File: src/rtl/ddr_pkg.sv
// ddr_pkg: shared judge codes, point values, state encodings and arrow
// indices for the DDR score judge (ddr_score_judge / ddr_judge_lane).
package ddr_pkg;

    typedef enum logic [1:0] {
        JUDGE_NONE    = 2'd0,
        JUDGE_PERFECT = 2'd1,
        JUDGE_GOOD    = 2'd2,
        JUDGE_MISS    = 2'd3
    } judge_e;

    typedef enum logic [1:0] {
        GAME_IDLE = 2'd0,
        GAME_PLAY = 2'd1,
        GAME_DONE = 2'd2
    } game_state_e;

    typedef enum logic {
        LANE_CLOSED = 1'b0,
        LANE_OPEN   = 1'b1
    } lane_state_e;

    localparam logic [2:0] PTS_PERFECT = 3'd2;
    localparam logic [2:0] PTS_GOOD    = 3'd1;

    // Combo (before the hit) at or above which a hit scores double
    localparam int COMBO_BONUS_THRESH = 10;

    // Arrow bit positions inside note_mask / button vectors
    localparam int UP    = 0;
    localparam int DOWN  = 1;
    localparam int LEFT  = 2;
    localparam int RIGHT = 3;

    // Points for one hit; the bonus doubles the base value
    function automatic logic [2:0] hit_points(input logic perfect, input logic bonus);
        logic [2:0] base;
        base = perfect ? PTS_PERFECT : PTS_GOOD;
        return bonus ? {base[1:0], 1'b0} : base;
    endfunction

endpackage

File: src/rtl/ddr_judge_lane.sv
// ddr_judge_lane: one player's judge. Detects rising button edges, runs the
// hit window for the current note and keeps score, combo and last judgement.
// Optional: COMBO_BONUS_EN doubles hit points while combo >= 10.
module ddr_judge_lane
    import ddr_pkg::*;
#(
    parameter int WINDOW_CYCLES  = 12_500_000,
    parameter int PERFECT_CYCLES = 3_750_000,
    parameter int SCORE_W        = 16,
    parameter int COMBO_W        = 8
) (
    input  logic               i_clk,
    input  logic               i_rst_n,
    input  logic               i_en,
    input  logic               i_clr,
    input  logic               i_pause,
    input  logic               i_note_valid,
    input  logic [3:0]         i_note_mask,
    input  logic               i_end,
    input  logic [3:0]         i_btn,
    output logic [SCORE_W-1:0] o_score,
    output logic [SCORE_W-1:0] o_score_nxt,
    output logic [COMBO_W-1:0] o_combo,
    output logic [1:0]         o_judge,
    output logic               o_strobe
);

    localparam int CNT_W = $clog2(WINDOW_CYCLES);
    localparam logic [CNT_W-1:0] LAST_CNT = CNT_W'(WINDOW_CYCLES - 1);
    localparam logic [CNT_W-1:0] PERF_CNT = CNT_W'(PERFECT_CYCLES);

    lane_state_e        r_state;
    logic [3:0]         r_btn_q;
    logic [3:0]         r_mask;
    logic [CNT_W-1:0]   r_elapsed;
    logic [SCORE_W-1:0] r_score;
    logic [COMBO_W-1:0] r_combo;
    judge_e             r_judge;
    logic               r_strobe;

    logic [3:0]         w_press;
    logic               w_live;
    logic               w_open;
    logic               w_note;
    logic               w_pressed;
    logic               w_hit;
    logic               w_timeout;
    logic               w_drop;
    logic               w_miss;
    logic               w_perfect;
    logic               w_bonus;
    logic [2:0]         w_pts;
    logic [SCORE_W-1:0] w_score_nxt;
    logic [COMBO_W-1:0] w_combo_nxt;

    function automatic logic [SCORE_W-1:0] sat_add_score(input logic [SCORE_W-1:0] a,
                                                         input logic [2:0] b);
        logic [SCORE_W:0] sum;
        sum = {1'b0, a} + {{(SCORE_W-2){1'b0}}, b};
        return sum[SCORE_W] ? {SCORE_W{1'b1}} : sum[SCORE_W-1:0];
    endfunction

    function automatic logic [COMBO_W-1:0] sat_inc_combo(input logic [COMBO_W-1:0] c);
        return (&c) ? c : c + COMBO_W'(1);
    endfunction

    assign w_press   = i_btn & ~r_btn_q;
    assign w_live    = i_en & ~i_pause;
    assign w_open    = (r_state == LANE_OPEN);
    assign w_note    = w_live & i_note_valid & (i_note_mask != 4'd0);
    assign w_pressed = w_live & w_open & (w_press != 4'd0);
    assign w_hit     = w_pressed & (w_press == r_mask);
    assign w_timeout = w_live & w_open & (r_elapsed == LAST_CNT);
    // A press always wins over expiry, a replacing note or song end
    assign w_drop    = i_en & w_open & ~w_pressed & (w_timeout | w_note | i_end);
    assign w_miss    = (w_pressed & ~w_hit) | w_drop;
    assign w_perfect = (r_elapsed < PERF_CNT);

`ifdef COMBO_BONUS_EN
    assign w_bonus = (r_combo >= COMBO_W'(COMBO_BONUS_THRESH));
`else
    assign w_bonus = 1'b0;
`endif

    assign w_pts = hit_points(w_perfect, w_bonus);

    // Next score/combo, also exported so the result compare sees same-cycle hits
    always_comb begin
        w_score_nxt = r_score;
        w_combo_nxt = r_combo;
        if (i_clr) begin
            w_score_nxt = '0;
            w_combo_nxt = '0;
        end else if (w_hit) begin
            w_score_nxt = sat_add_score(r_score, w_pts);
            w_combo_nxt = sat_inc_combo(r_combo);
        end else if (w_miss) begin
            w_combo_nxt = '0;
        end
    end

    // Lane FSM: window open/close, elapsed counter, judgement and strobe
    always_ff @(posedge i_clk) begin
        if (!i_rst_n) begin
            r_state   <= LANE_CLOSED;
            r_btn_q   <= '0;
            r_mask    <= '0;
            r_elapsed <= '0;
            r_score   <= '0;
            r_combo   <= '0;
            r_judge   <= JUDGE_NONE;
            r_strobe  <= 1'b0;
        end else begin
            r_btn_q  <= i_btn;
            r_score  <= w_score_nxt;
            r_combo  <= w_combo_nxt;
            r_strobe <= 1'b0;
            if (i_clr) begin
                r_state   <= LANE_CLOSED;
                r_elapsed <= '0;
                r_judge   <= JUDGE_NONE;
            end else if (!i_en) begin
                r_state <= LANE_CLOSED;
            end else begin
                if (w_hit) begin
                    r_judge  <= w_perfect ? JUDGE_PERFECT : JUDGE_GOOD;
                    r_strobe <= 1'b1;
                end else if (w_miss) begin
                    r_judge  <= JUDGE_MISS;
                    r_strobe <= 1'b1;
                end
                if (w_note) begin
                    r_state   <= LANE_OPEN;
                    r_mask    <= i_note_mask;
                    r_elapsed <= '0;
                end else if (w_hit | w_miss) begin
                    r_state <= LANE_CLOSED;
                end else if (w_live & w_open) begin
                    r_elapsed <= r_elapsed + CNT_W'(1);
                end
            end
        end
    end

    assign o_score     = r_score;
    assign o_score_nxt = w_score_nxt;
    assign o_combo     = r_combo;
    assign o_judge     = r_judge;
    assign o_strobe    = r_strobe;

endmodule

File: src/rtl/ddr_score_judge.sv
// ddr_score_judge: two-player DDR judge. Game FSM (IDLE/PLAY/DONE) plus two
// ddr_judge_lane instances sharing one note stream, and the final result.
// Optional: define COMBO_BONUS_EN to double hit points while combo >= 10.
module ddr_score_judge
    import ddr_pkg::*;
#(
    parameter int WINDOW_CYCLES  = 12_500_000,
    parameter int PERFECT_CYCLES = 3_750_000,
    parameter int SCORE_W        = 16,
    parameter int COMBO_W        = 8
) (
    input  logic               CLOCK_50,
    input  logic               resetn,
    input  logic               game_active,
    input  logic               pause,
    input  logic               note_valid,
    input  logic [3:0]         note_mask,
    input  logic               song_done,
    input  logic [3:0]         a_btn,
    input  logic [3:0]         b_btn,
    output logic [SCORE_W-1:0] a_score,
    output logic [SCORE_W-1:0] b_score,
    output logic [COMBO_W-1:0] a_combo,
    output logic [COMBO_W-1:0] b_combo,
    output logic [1:0]         a_judge,
    output logic [1:0]         b_judge,
    output logic               a_strobe,
    output logic               b_strobe,
    output logic               game_over,
    output logic               player_a_won,
    output logic               player_b_won,
    output logic               tie
);

    game_state_e r_state;
    logic        r_ga_q;
    logic        r_game_over;
    logic        r_a_won;
    logic        r_b_won;
    logic        r_tie;

    logic               w_ga_rise;
    logic               w_ga_fall;
    logic               w_play;
    logic               w_clr;
    logic               w_end;
    logic               w_finish;
    logic [SCORE_W-1:0] w_a_score_nxt;
    logic [SCORE_W-1:0] w_b_score_nxt;

    assign w_ga_rise = game_active & ~r_ga_q;
    assign w_ga_fall = ~game_active & r_ga_q;
    assign w_play    = (r_state == GAME_PLAY);
    assign w_clr     = w_ga_rise & ~w_play;
    assign w_end     = w_play & song_done;
    // A controller drop of game_active during pause is not treated as game end
    assign w_finish  = w_play & (song_done | (w_ga_fall & ~pause));

    ddr_judge_lane #(
        .WINDOW_CYCLES (WINDOW_CYCLES),
        .PERFECT_CYCLES(PERFECT_CYCLES),
        .SCORE_W       (SCORE_W),
        .COMBO_W       (COMBO_W)
    ) u_lane_a (
        .i_clk       (CLOCK_50),
        .i_rst_n     (resetn),
        .i_en        (w_play),
        .i_clr       (w_clr),
        .i_pause     (pause),
        .i_note_valid(note_valid),
        .i_note_mask (note_mask),
        .i_end       (w_end),
        .i_btn       (a_btn),
        .o_score     (a_score),
        .o_score_nxt (w_a_score_nxt),
        .o_combo     (a_combo),
        .o_judge     (a_judge),
        .o_strobe    (a_strobe)
    );

    ddr_judge_lane #(
        .WINDOW_CYCLES (WINDOW_CYCLES),
        .PERFECT_CYCLES(PERFECT_CYCLES),
        .SCORE_W       (SCORE_W),
        .COMBO_W       (COMBO_W)
    ) u_lane_b (
        .i_clk       (CLOCK_50),
        .i_rst_n     (resetn),
        .i_en        (w_play),
        .i_clr       (w_clr),
        .i_pause     (pause),
        .i_note_valid(note_valid),
        .i_note_mask (note_mask),
        .i_end       (w_end),
        .i_btn       (b_btn),
        .o_score     (b_score),
        .o_score_nxt (w_b_score_nxt),
        .o_combo     (b_combo),
        .o_judge     (b_judge),
        .o_strobe    (b_strobe)
    );

    // Game FSM with registered game_over and result flags (latched on entry to DONE)
    always_ff @(posedge CLOCK_50) begin
        if (!resetn) begin
            r_state     <= GAME_IDLE;
            r_ga_q      <= 1'b0;
            r_game_over <= 1'b0;
            r_a_won     <= 1'b0;
            r_b_won     <= 1'b0;
            r_tie       <= 1'b0;
        end else begin
            r_ga_q <= game_active;
            case (r_state)
                GAME_PLAY: begin
                    if (w_finish) begin
                        r_state     <= GAME_DONE;
                        r_game_over <= 1'b1;
                        // Next-score values include a hit judged in this same cycle
                        r_a_won     <= (w_a_score_nxt >  w_b_score_nxt);
                        r_b_won     <= (w_b_score_nxt >  w_a_score_nxt);
                        r_tie       <= (w_a_score_nxt == w_b_score_nxt);
                    end
                end
                default: begin
                    if (w_ga_rise) begin
                        r_state     <= GAME_PLAY;
                        r_game_over <= 1'b0;
                        r_a_won     <= 1'b0;
                        r_b_won     <= 1'b0;
                        r_tie       <= 1'b0;
                    end
                end
            endcase
        end
    end

    assign game_over    = r_game_over;
    assign player_a_won = r_a_won;
    assign player_b_won = r_b_won;
    assign tie          = r_tie;

endmodule
File: config.mk
export PLATFORM = sky130hd
export DESIGN_NAME = ddr_score_judge
export DESIGN_NICKNAME = d
export VERILOG_FILES = /design/src/rtl/ddr_pkg.sv /design/src/rtl/ddr_judge_lane.sv /design/src/rtl/ddr_score_judge.sv
export SDC_FILE = /design/constraint.sdc
export NUM_CORES = 1
export LEC_CHECK = 0
export BUFFER_PORTS_ARGS = -buffer_cell sky130_fd_sc_hd__buf_4
export CORE_MARGIN = 3
export CORE_UTILIZATION = 55
export CTS_CLUSTER_SIZE = 24
export DETAILED_ROUTE_END_ITERATION = 8
export PLACE_DENSITY_LB_ADDON = 0.05
export REMOVE_ABC_BUFFERS = 1
export SYNTH_ARGS = -nofsm -noshare
export SYNTH_HDL_FRONTEND = slang
export SYNTH_SLANG_ARGS = --single-unit
File: constraint.sdc
create_clock -name CLOCK_50 -period 7.25 [get_ports CLOCK_50]
set_input_delay 1.0875 -clock CLOCK_50 [delete_from_list [all_inputs] [get_ports CLOCK_50]]
set_output_delay 1.0875 -clock CLOCK_50 [all_outputs]
set_load 0.02 [all_outputs]
==> results of run 1 <==
[worst min path at each step]
stage / from / slack (ns) / endpoint
final: u_lane_b.r_elapsed[21] / 0.49 / u_lane_b.r_elapsed[21]
after global routing: u_lane_b.r_elapsed[21] / 0.51 / u_lane_b.r_elapsed[21]
after CTS: u_lane_b.r_elapsed[20] / 0.49 / u_lane_b.r_elapsed[20]
after detailed placement: u_lane_a.r_elapsed[21] / 0.48 / u_lane_a.r_elapsed[21]
after global placement: u_lane_b.r_elapsed[21] / 0.46 / u_lane_b.r_elapsed[21]
after floorplan: u_lane_b.r_elapsed[21] / 0.44 / u_lane_b.r_elapsed[21]
[metrics by stage]
step	instance area (sq um)	util [%]
after floorplan	6800	-
after global placement	7630	62.5
after detailed placement	7630	62.5
after CTS	8180	67.0
after global routing	8180	67.0
final	8180	67.0
[layout make-up]
cell class                      instances  area [sq um]  area share [%]
Multi-Input combinational cell        678          4290            52.4
Sequential cell                       122          2440            29.9
Timing Repair Buffer                   82           616            7.52
Clock buffer                           28           547            6.68
Tap cell                              168           210            2.57
Inverter                               19          71.3           0.872
Clock inverter                          1          5.00          0.0612
[registers in the layout, indices dropped and copies added (netlist names), 2 cells and up]
signal	count
u_lane_a.r_mask	4
u_lane_b.o_judge	2
u_lane_b.r_elapsed	24
u_lane_b.o_combo	8
u_lane_b.o_score	16
u_lane_a.r_btn_q	4
u_lane_a.o_combo	8
u_lane_b.r_btn_q	4
u_lane_a.o_judge	2
u_lane_a.o_score	16
u_lane_a.r_elapsed	24
[cell usage in the layout, fill, tap and decap left out, drive strengths merged, types with 5 or more instances in the layout]
cell       n
o2111ai    5
nor2      83
inv       19
or4        7
and3      16
mux2i     13
a31oi      5
nor3b     11
a211oi     6
and4      12
nand3     48
nand2b    22
o211ai     5
buf       82
ha        24
clkbuf    28
nor2b     16
a21oi     40
o31ai     10
and2      17
nand2     77
nor4      33
o22ai      8
nand4     19
dfxtp    122
or2        6
o21ai     25
nor3      38
or3       28
xnor2     35
[kinds of logic (layout without fill, tap and decap cells)]
family	Yosys count	after routing	synth area share [%]
AO/OA/AOI/OAI	153	153	15.1
XOR/XNOR	36	36	4.53
adder cells (fa/ha/maj)	26	26	4.88
buffers and inverters	61	130	3.48
flip-flops	122	122	35.1
multiplexers	17	17	2.51
AND/OR/NAND/NOR	446	446	34.4
[power by group through the flow]
stage | registers (mW) | logic [mW] | clock network [mW]
floorplan | 0.693 | 0.0492 | 0
global placement | 0.693 | 0.0833 | 0
detailed placement | 0.693 | 0.0860 | 0
CTS | 0.679 | 0.0864 | 0.794
global route | 0.679 | 0.0943 | 0.828
finish | 0.680 | 0.0872 | 0.785
[cells in the mapped netlist (all sizes together), types with 6 or more instances]
| library cell | count | area share (%) |
|---|---|---|
| a21oi | 40 | 2.9 |
| o21ai | 25 | 1.8 |
| or4 | 7 | 0.81 |
| inv | 19 | 1.0 |
| dfxtp | 122 | 35 |
| nor2b | 16 | 1.4 |
| nand2 | 77 | 4.1 |
| or3 | 28 | 2.5 |
| nand3 | 48 | 3.4 |
| xnor2 | 35 | 4.4 |
| nor3 | 38 | 2.7 |
| nor3b | 11 | 1.2 |
| mux2i | 13 | 1.9 |
| clkbuf | 35 | 1.9 |
| or2 | 6 | 0.54 |
| nor4 | 33 | 3.3 |
| and3 | 16 | 1.4 |
| ha | 24 | 4.3 |
| nor2 | 83 | 4.5 |
| and2 | 17 | 1.5 |
| buf | 7 | 0.57 |
| and4 | 12 | 1.5 |
| nand2b | 22 | 2.0 |
| o31ai | 10 | 1.1 |
| a211oi | 6 | 0.65 |
| o22ai | 8 | 0.72 |
| nand4 | 19 | 1.7 |
[routing by layer]
metal  wire (um)  track usage, %
met5           0               0
met4         301            9.20
met2        9280            44.5
met3        1190            6.99
met1        7990            32.7
[critical path, delay by kind of cell, from the launching register on]
kind | cells | cell delay, ns
DFF | 1 | 0.34
buffers and inverters | 1 | 0.19
adders and majority gates | 2 | 0.67
and+or+nand+nor | 8 | 3.04
AOI/OAI and AO/OA | 7 | 1.49
==> key figures, run 1 <==
Status
  – Status: finished clean

Global routing
  – Overall Global Routing Usage: 26.5%
  – Number of antenna violations at the first check in global routing: 0
  – First-pass GRT wire length: 31.1 mm
  – Vias in the first global route: 6583
  – GR Overflow Total: 0
  – Largest net degree at the start of global routing: 40

Worst hold path
  – Min-Delay Path Depth: 2
  – Hold WC Path Type: flop to flop

Routing
  – Routed WL per cell: 17.1 um
  – Drt total wl: 18.8 mm
  – Routed Antenna Nets: 0
  – TritonRoute pass-1 iters: 5
  – DRT iter0 DRCs: approximately 570
  – Post-DR vias/cell: a little over 6
  – Post-route DRC violation count: 0
  – Total number of vias: 6840

Power
  – P_leak: a little under 3 nW
  – Power Density: 190 mW/mm^2
  – Sequential share of power: 43.8%
  – Int Power: 1.21 mW
  – Sw frac: 22.2%
  – Total Power: ~1.6 mW
  – Psw: between 0.3 and 0.4 mW
  – Clock power frac: 50.6%
  – VDD IR max: between 0.0001 and 0.00015 V
  – Logic pwr share: 5.6%

STA
  – Setup TNS: 0 ns
  – Fin crit period: between 5 and 6 ns
  – Fmax: 171 MHz
  – Hold Fails Final Rpt: 0
  – Max-slew headroom: between 30% and 40%
  – Final setup margin: 1.39 ns
  – RSZ-0062 raised after global routing: no
  – Tcrit/Tclk final: 80.8%
  – Endpoints failing setup: 0
  – Min Hold Slack: 0.488 ns
  – Pins Over Slew Limit: 0
  – Worst slew pin tran: 1.00 ns
  – Final Skew: just under 0.009 ns

Synth
  – Post-synth EDFFs: 0
  – Number of distinct library cells after synthesis: 76
  – Async SR Flop Fraction: 0%
  – Sequential area share after synthesis: between 30% and 40%
  – Cell Area, Synth: ~0.0070 sq mm
  – Mean post-synth cell area: 8.09 sq um
  – FF+latch count, synth: roughly 120
  – Gate Count Post-Synth: 861
  – Post-synth top flop: dfxtp_1
  – Yosys warns: 0

Critical path
  – Cell repeated most along the worst path: or3_1
  – Crit-path max cell delay: 0.64 ns
  – Reg2reg end: player_b_won
  – Arrival time of the worst setup path: 6.15 ns
  – R2R setup slack: 1.39 ns
  – CP Max Fanout: 7
  – R2R depth: 18
  – CP Class: flop to flop
  – CP required: 7.54 ns
  – Critical Path End: player_b_won
  – Slowest cell on the critical path: nor3_1
  – CP startpoint kind: flop
  – Nature of the critical path endpoint: flop
  – CP Launch Point: u_lane_a.r_elapsed[8]
  – Cell Chain, Critical Path: or3_1, o31a_1, o31ai_1, a21oi_1, nor3_1, inv_1, fa_1, and3b_1, nand3_1, or4_1, and3_1, a311o_1, ha_1, or3_1, a221oi_1, a211o_1, nor3b_1, o32ai_1
  – Worst flop-to-flop path startpoint: u_lane_a.r_elapsed[8]

Clock network
  – Clock latency on the worst-skew pair: 0.41 ns
  – Clock buffer depth: 2
  – Clock transition at path regs: 0.05 ns
  – CTS sink count: ~120
  – Buffer count from post-CTS setup fixing: 0
  – H-Tree Depth: 4
  – CTS root buffer: clkbuf_16
  – Post_cts resized: 0
  – Hold Buf Count CTS: 0
  – Clock buffer count from CTS: 17
  – TritonCTS clock tree: yes

Die
  – Die Height: 119 um
  – Total die area: 0.0141 sq mm
  – Starting Density: 57.1%
  – Row Count: 40
  – Die extent in x: 119 um
  – Ports: 76
  – Core Footprint: 0.0122 sq mm

Place
  – GP Congestion: 0.916
  – DP Wirelength: 13.3 mm
  – Inst Count DP: 1069
  – Worst slack at placement: 1.60 ns
  – Port-buffer cells: 75

Final layout
  – Fillers: 1075
  – Final cell count without fillers: 1098
  – Share of layout cells above drive strength 1: 13.3%
  – N_diodes: 0
  – Nets: a little under 1000
  – Area grow syn2layout: 17.4%

Flow run
  – Max_cap viols: 0
(Power assumes the default switching activity.)
==> run 2: changes to the inputs <==
- clock period: 7.25 -> 5.5 ns (I/O delays scaled with it)
==> run 2 against run 1 <==
Hold slack improved by 0.0039 ns. Total power increased by 30%. Design area increased by 0.23%. Clock power increased by 27%. Non-clock buffer count increased by 5. Critical path type unchanged.
==> key figures, run 2 (same netlist as run 1, synthesis figures left out) <==
Clock network
  – Clock buffer count from CTS: 17
  – CTS root buffer: clkbuf_16
  – Hold Buf Count CTS: 0
  – H-Tree Depth: 4
  – Clock transition at path regs: about 0.050 ns
  – Buffer count from post-CTS setup fixing: 0
  – Clock latency on the worst-skew pair: 0.42 ns
  – Clock buffer depth: 2
  – Post_cts resized: 0
  – CTS sink count: between 100 and 150
  – TritonCTS clock tree: yes

Critical path
  – Arrival time of the worst setup path: 5.51 ns
  – CP Class: flop to flop
  – CP startpoint kind: flop
  – CP required: between 5 and 6 ns
  – Worst flop-to-flop path startpoint: u_lane_a.r_elapsed[7]
  – CP Max Fanout: 5
  – R2R depth: 20
  – Nature of the critical path endpoint: flop
  – R2R setup slack: 0.32 ns
  – Reg2reg end: player_b_won

Worst hold path
  – Min-Delay Path Depth: 2
  – Hold WC Path Type: flop to flop
  – Critical hold path startpoint: u_lane_b.r_elapsed[20]
  – Hold Path End: u_lane_b.r_elapsed[20]

Die
  – Starting Density: 57.1%
  – Ports: 76
  – Die extent in x: 119 um
  – Core Footprint: 0.0122 sq mm
  – Row Count: 40
  – Total die area: 0.0141 sq mm
  – Die Height: around 120 um

Power
  – Clock power frac: 49.7%
  – P_leak: just under 3 nW
  – Sw frac: 22.6%
  – VDD IR max: about 0.0002 V
  – Int Power: 1.56 mW
  – Power Density: roughly 250 mW/mm^2
  – Psw: 0.455 mW
  – Logic pwr share: 5.7%
  – Sequential share of power: 44.5%

Global routing
  – GR Overflow Total: 0
  – Number of antenna violations at the first check in global routing: 0
  – Overall Global Routing Usage: 26.3%
  – Vias in the first global route: ~6500
  – First-pass GRT wire length: 30.9 mm
  – Largest net degree at the start of global routing: 34

STA
  – RSZ-0062 raised after global routing: no
  – Final Skew: 0.00643 ns
  – Worst slew pin tran: roughly 1 ns
  – Tcrit/Tclk final: 94.2%
  – Setup TNS: 0 ns
  – Max-slew headroom: around a third
  – Fmax: 193 MHz
  – Fin crit period: 5.18 ns
  – Pins Over Slew Limit: 0
  – Hold Fails Final Rpt: 0
  – Endpoints failing setup: 0

Routing
  – TritonRoute pass-1 iters: 7
  – Post-route DRC violation count: 0
  – Total number of vias: 6862
  – Routed WL per cell: between 15 and 20 um
  – Drt total wl: 18.5 mm
  – Post-DR vias/cell: 6.22
  – DRT iter0 DRCs: 580
  – Routed Antenna Nets: 0

Flow run
  – Max_cap viols: 0

Place
  – Port-buffer cells: 75
  – Inst Count DP: 1074
  – GP Congestion: around 0.9
  – DP Wirelength: between 10 and 15 mm

Final layout
  – Area grow syn2layout: 17.7%
  – Nets: 969
  – Most frequent cells in the layout: dfxtp_1 (122), buf_4 (87), nor2_1 (83), nand2_1 (77), nand3_1 (48)
  – Commonest non-fill, non-tap cell in the layout: dfxtp_1
  – Final cell count without fillers: 1104
  – Share of layout cells above drive strength 1: 13.7%
  – Fillers: 1078
  – N_diodes: 0
  – Biggest regs: u_lane_a.r_elapsed x24, u_lane_b.r_elapsed x24

Status
  – Status: finished clean
## run 2: cell count changes in the layout (fill, tap and decap cells not counted), sizes merged
cell    before  now
buf         82   87
clkinv       1    2
## run 2: metrics by stage
stage / utilization, % / power [mW] / cell area, sq um / setup slack [ns] / hold slack (ns)
3_5_place_dp: 62.8 / 1.03 / 7670 / 0.362 / 0.485
3_3_place_gp: 62.8 / 1.03 / 7670 / 0.542 / 0.456
4_1_cts: 67.1 / 2.02 / 8190 / 0.352 / 0.495
2_1_floorplan: - / 0.978 / 6800 / 0.589 / 0.442
5_1_grt: 67.2 / 2.07 / 8200 / 0.0149 / 0.516
6_report: 67.2 / 2.01 / 8200 / 0.318 / 0.492
## run 2: worst max-delay path, cell delays in order, from the launching register on
cell and delay (ns):
dfxtp_1 0.33, or3_1 0.39, o31a_1 0.28, o31ai_1 0.19, a21oi_1 0.10, nor3_1 0.17, buf_4 0.19, inv_1 0.08
fa_1 0.43, and3b_1 0.31, nand3_1 0.12, or4_1 0.56, and3_1 0.27, a31oi_2 0.23, nand2_1 0.08, ha_1 0.33
and3_1 0.18, nand3_1 0.12, a211o_1 0.31, nor3b_1 0.14, o32ai_1 0.28
## run 2: area by class of cell
type	count	area, sq um	share of cell area, %
Tap cell	168	210	2.56
Inverter	19	71.3	0.870
Multi-Input combinational cell	678	4300	52.4
Timing Repair Buffer	87	653	7.96
Sequential cell	122	2440	29.8
Clock buffer	28	517	6.30
Clock inverter	2	10.0	0.122
## run 2: per-layer routing
layer  up-vias  track usage (%)  share of wire [%]
met5         -                0                  0
met4         0             9.49                1.8
met3        40             4.55                5.4
met2       252             44.4                 49
met1      3251             33.6                 44
li1       3319                -                  -
## run 2: power groups by stage
| stage | logic (mW) | registers, mW | clock network (mW) |
|---|---|---|---|
| 6_report | 0.116 | 0.896 | 1.00 |
| 5_1_grt | 0.125 | 0.896 | 1.05 |
| 4_1_cts | 0.115 | 0.896 | 1.01 |
| 3_5_place_dp | 0.115 | 0.914 | 0 |
| 3_3_place_gp | 0.112 | 0.914 | 0 |
| 2_1_floorplan | 0.0649 | 0.914 | 0 |
## run 2: worst max path at each step
stage                                startpoint      endpoint
after floorplan           u_lane_a.r_elapsed[7]  player_b_won
after global placement    u_lane_a.r_elapsed[7]  player_b_won
after CTS                 u_lane_a.r_elapsed[7]  player_b_won
after global routing      u_lane_a.r_elapsed[8]  player_b_won
final                     u_lane_a.r_elapsed[7]  player_b_won
after detailed placement  u_lane_a.r_elapsed[7]  player_b_won
==> run 3: changes to the inputs <==
- REMOVE_ABC_BUFFERS: 1 -> unset
==> run 3 against run 2 <==
Via count fell by 1.9%. Sequential power about the same. Combinational power barely moved. Critical path type unchanged.
==> key figures, run 3 (same netlist as run 1, synthesis figures left out) <==
Routing
  – Met2 WL post-DR: a little over 9 mm
  – Routed WL per cell: 17.1 um
  – Drt total wl: 18.9 mm
  – Total number of vias: 6731
  – Uppermost layer routed: met4
  – DRT iter0 DRCs: between 500 and 600
  – Routed Antenna Nets: 0
  – Met1 wire length: 8.06 mm
  – Post-route DRC violation count: 0
  – TritonRoute pass-1 iters: 6
  – Post-DR vias/cell: 6.09
  – Met3 wire length: 1.04 mm

Clock network
  – H-Tree Depth: 4
  – TritonCTS clock tree: yes
  – Hold Buf Count CTS: 0
  – Clock latency on the worst-skew pair: roughly 0.42 ns
  – Clock buffer count from CTS: 17
  – Clock transition at path regs: 0.05 ns
  – CTS sink count: roughly 120
  – Clock buffer depth: 2
  – CTS root buffer: clkbuf_16

Place
  – DP Wirelength: 13.6 mm
  – Port-buffer cells: 75
  – Inst Count DP: 1073
  – Worst slack at placement: 0.297 ns
  – GP Congestion: 0.949

Final layout
  – N_diodes: 0
  – Biggest regs: u_lane_a.r_elapsed x24, u_lane_b.r_elapsed x24
  – Final cell count without fillers: 1105
  – Area grow syn2layout: 18.4%
  – Share of layout cells above drive strength 1: 14.2%
  – Commonest non-fill, non-tap cell in the layout: dfxtp_1
  – Nets: ~970
  – Most frequent cells in the layout: dfxtp_1 (122), buf_4 (86), nor2_1 (83), nand2_1 (77), nand3_1 (47)
  – Final Util: 67.5%

Power
  – Power Density: 254 mW/mm^2
  – P_leak: 2.94 nW
  – VDD IR max: 0.000196 V
  – Total Power: 2.09 mW

Global routing
  – Largest net degree at the start of global routing: 36
  – Vias in the first global route: 6659
  – GR Overflow Total: 0
  – Number of antenna violations at the first check in global routing: 0
  – First-pass GRT wire length: approximately 32 mm
  – Overall Global Routing Usage: roughly 27%

Synth
  – Mapped Nets: between 900 and 1000

Status
  – Status: finished clean

Critical path
  – Nature of the critical path endpoint: flop
  – CP startpoint kind: flop
  – CP required: approximately 5.8 ns
  – CP Max Fanout: 7
  – Arrival time of the worst setup path: 5.47 ns
  – CP Class: flop to flop

STA
  – RSZ-0062 raised after global routing: yes
  – Pins Over Slew Limit: 0
  – Final Skew: between 0.007 and 0.008 ns
  – Fmax: 194 MHz
  – Setup TNS: 0 ns
  – Worst slew pin tran: 1.04 ns
  – Final setup margin: 0.333 ns
  – Fin crit period: between 5 and 6 ns
  – Tcrit/Tclk final: 93.9%
  – Max-slew headroom: between 20% and 30%
  – Endpoints failing setup: 0
  – Hold Fails Final Rpt: 0

Flow run
  – Max_cap viols: 0

Die
  – Starting Density: between 50% and 60%
  – Total die area: 0.0141 sq mm
  – Core Footprint: ~0.012 sq mm
  – Row Count: 40
  – Die Height: 119 um
  – Die extent in x: approximately 120 um
  – Ports: 76

Worst hold path
  – Hold WC Path Type: flop to flop
==> run 3: cell type report <==
cell class / count / area, sq um
multi-input combinational: 678 / 4300
timing repair buffer: 86 / 646
tap: 168 / 210
clock buffer: 24 / 482
sequential: 122 / 2440
inverter: 19 / 71.3
fill: 1033 / 3970
clock inverter: 8 / 92.6
==> run 3: path summary, 6_finish.rpt <==
check | startpoint | to | slack, ns | cells after the start
worst max register to register | u_lane_a.r_elapsed[7] | player_b_won | 0.33 | 19
worst min-delay path | u_lane_b.r_elapsed[20] | u_lane_b.r_elapsed[20] | 0.50 | 2
worst min register to register | u_lane_b.r_elapsed[20] | u_lane_b.r_elapsed[20] | 0.50 | 2
worst max-delay path | u_lane_a.r_elapsed[7] | player_b_won | 0.33 | 19
==> run 3: layer usage <==
metal,up-vias,GRT usage [%]
li1,3307,-
met1,3158,33.4
met2,223,46.4
met3,43,5.02
met4,0,12.3
met5,-,0
==> run 3: timing repair <==
action	CTS	global route
endpoints found under the setup margin	0	2
hold endpoints to repair	0	0
buffers inserted	0	0
gates resized for setup	0	3
==> run 3: worst max-delay path, stage by stage (launching register included) <==
cell and delay, ns:
dfxtp_1 0.32, or3_1 0.39, o31a_1 0.28, o31ai_1 0.20, a21oi_1 0.10, nor3_1 0.14, buf_4 0.17, inv_1 0.07
fa_1 0.44, and3b_2 0.30, nand3_2 0.15, or4_1 0.58, and3_1 0.26, a311o_1 0.38, ha_1 0.20, or3_1 0.37
a221oi_1 0.22, a211o_1 0.18, nor3b_1 0.21, o32ai_1 0.11
==> run 3: per-stage QoR <==
step / hold slack, ns / instance area [sq um]
finish: 0.498 / 8250
global route: 0.515 / 8250
CTS: 0.495 / 8230
detailed placement: 0.467 / 7660
global placement: 0.457 / 7660
floorplan: 0.442 / 6970
==> run 3: power breakdown <==
part           total, mW  switching (mW)  leakage, nW  internal (mW)
Clock               1.08           0.382        0.284          0.698
Combinational      0.119          0.0811         1.67         0.0375
Sequential         0.895         0.00446        0.985          0.891
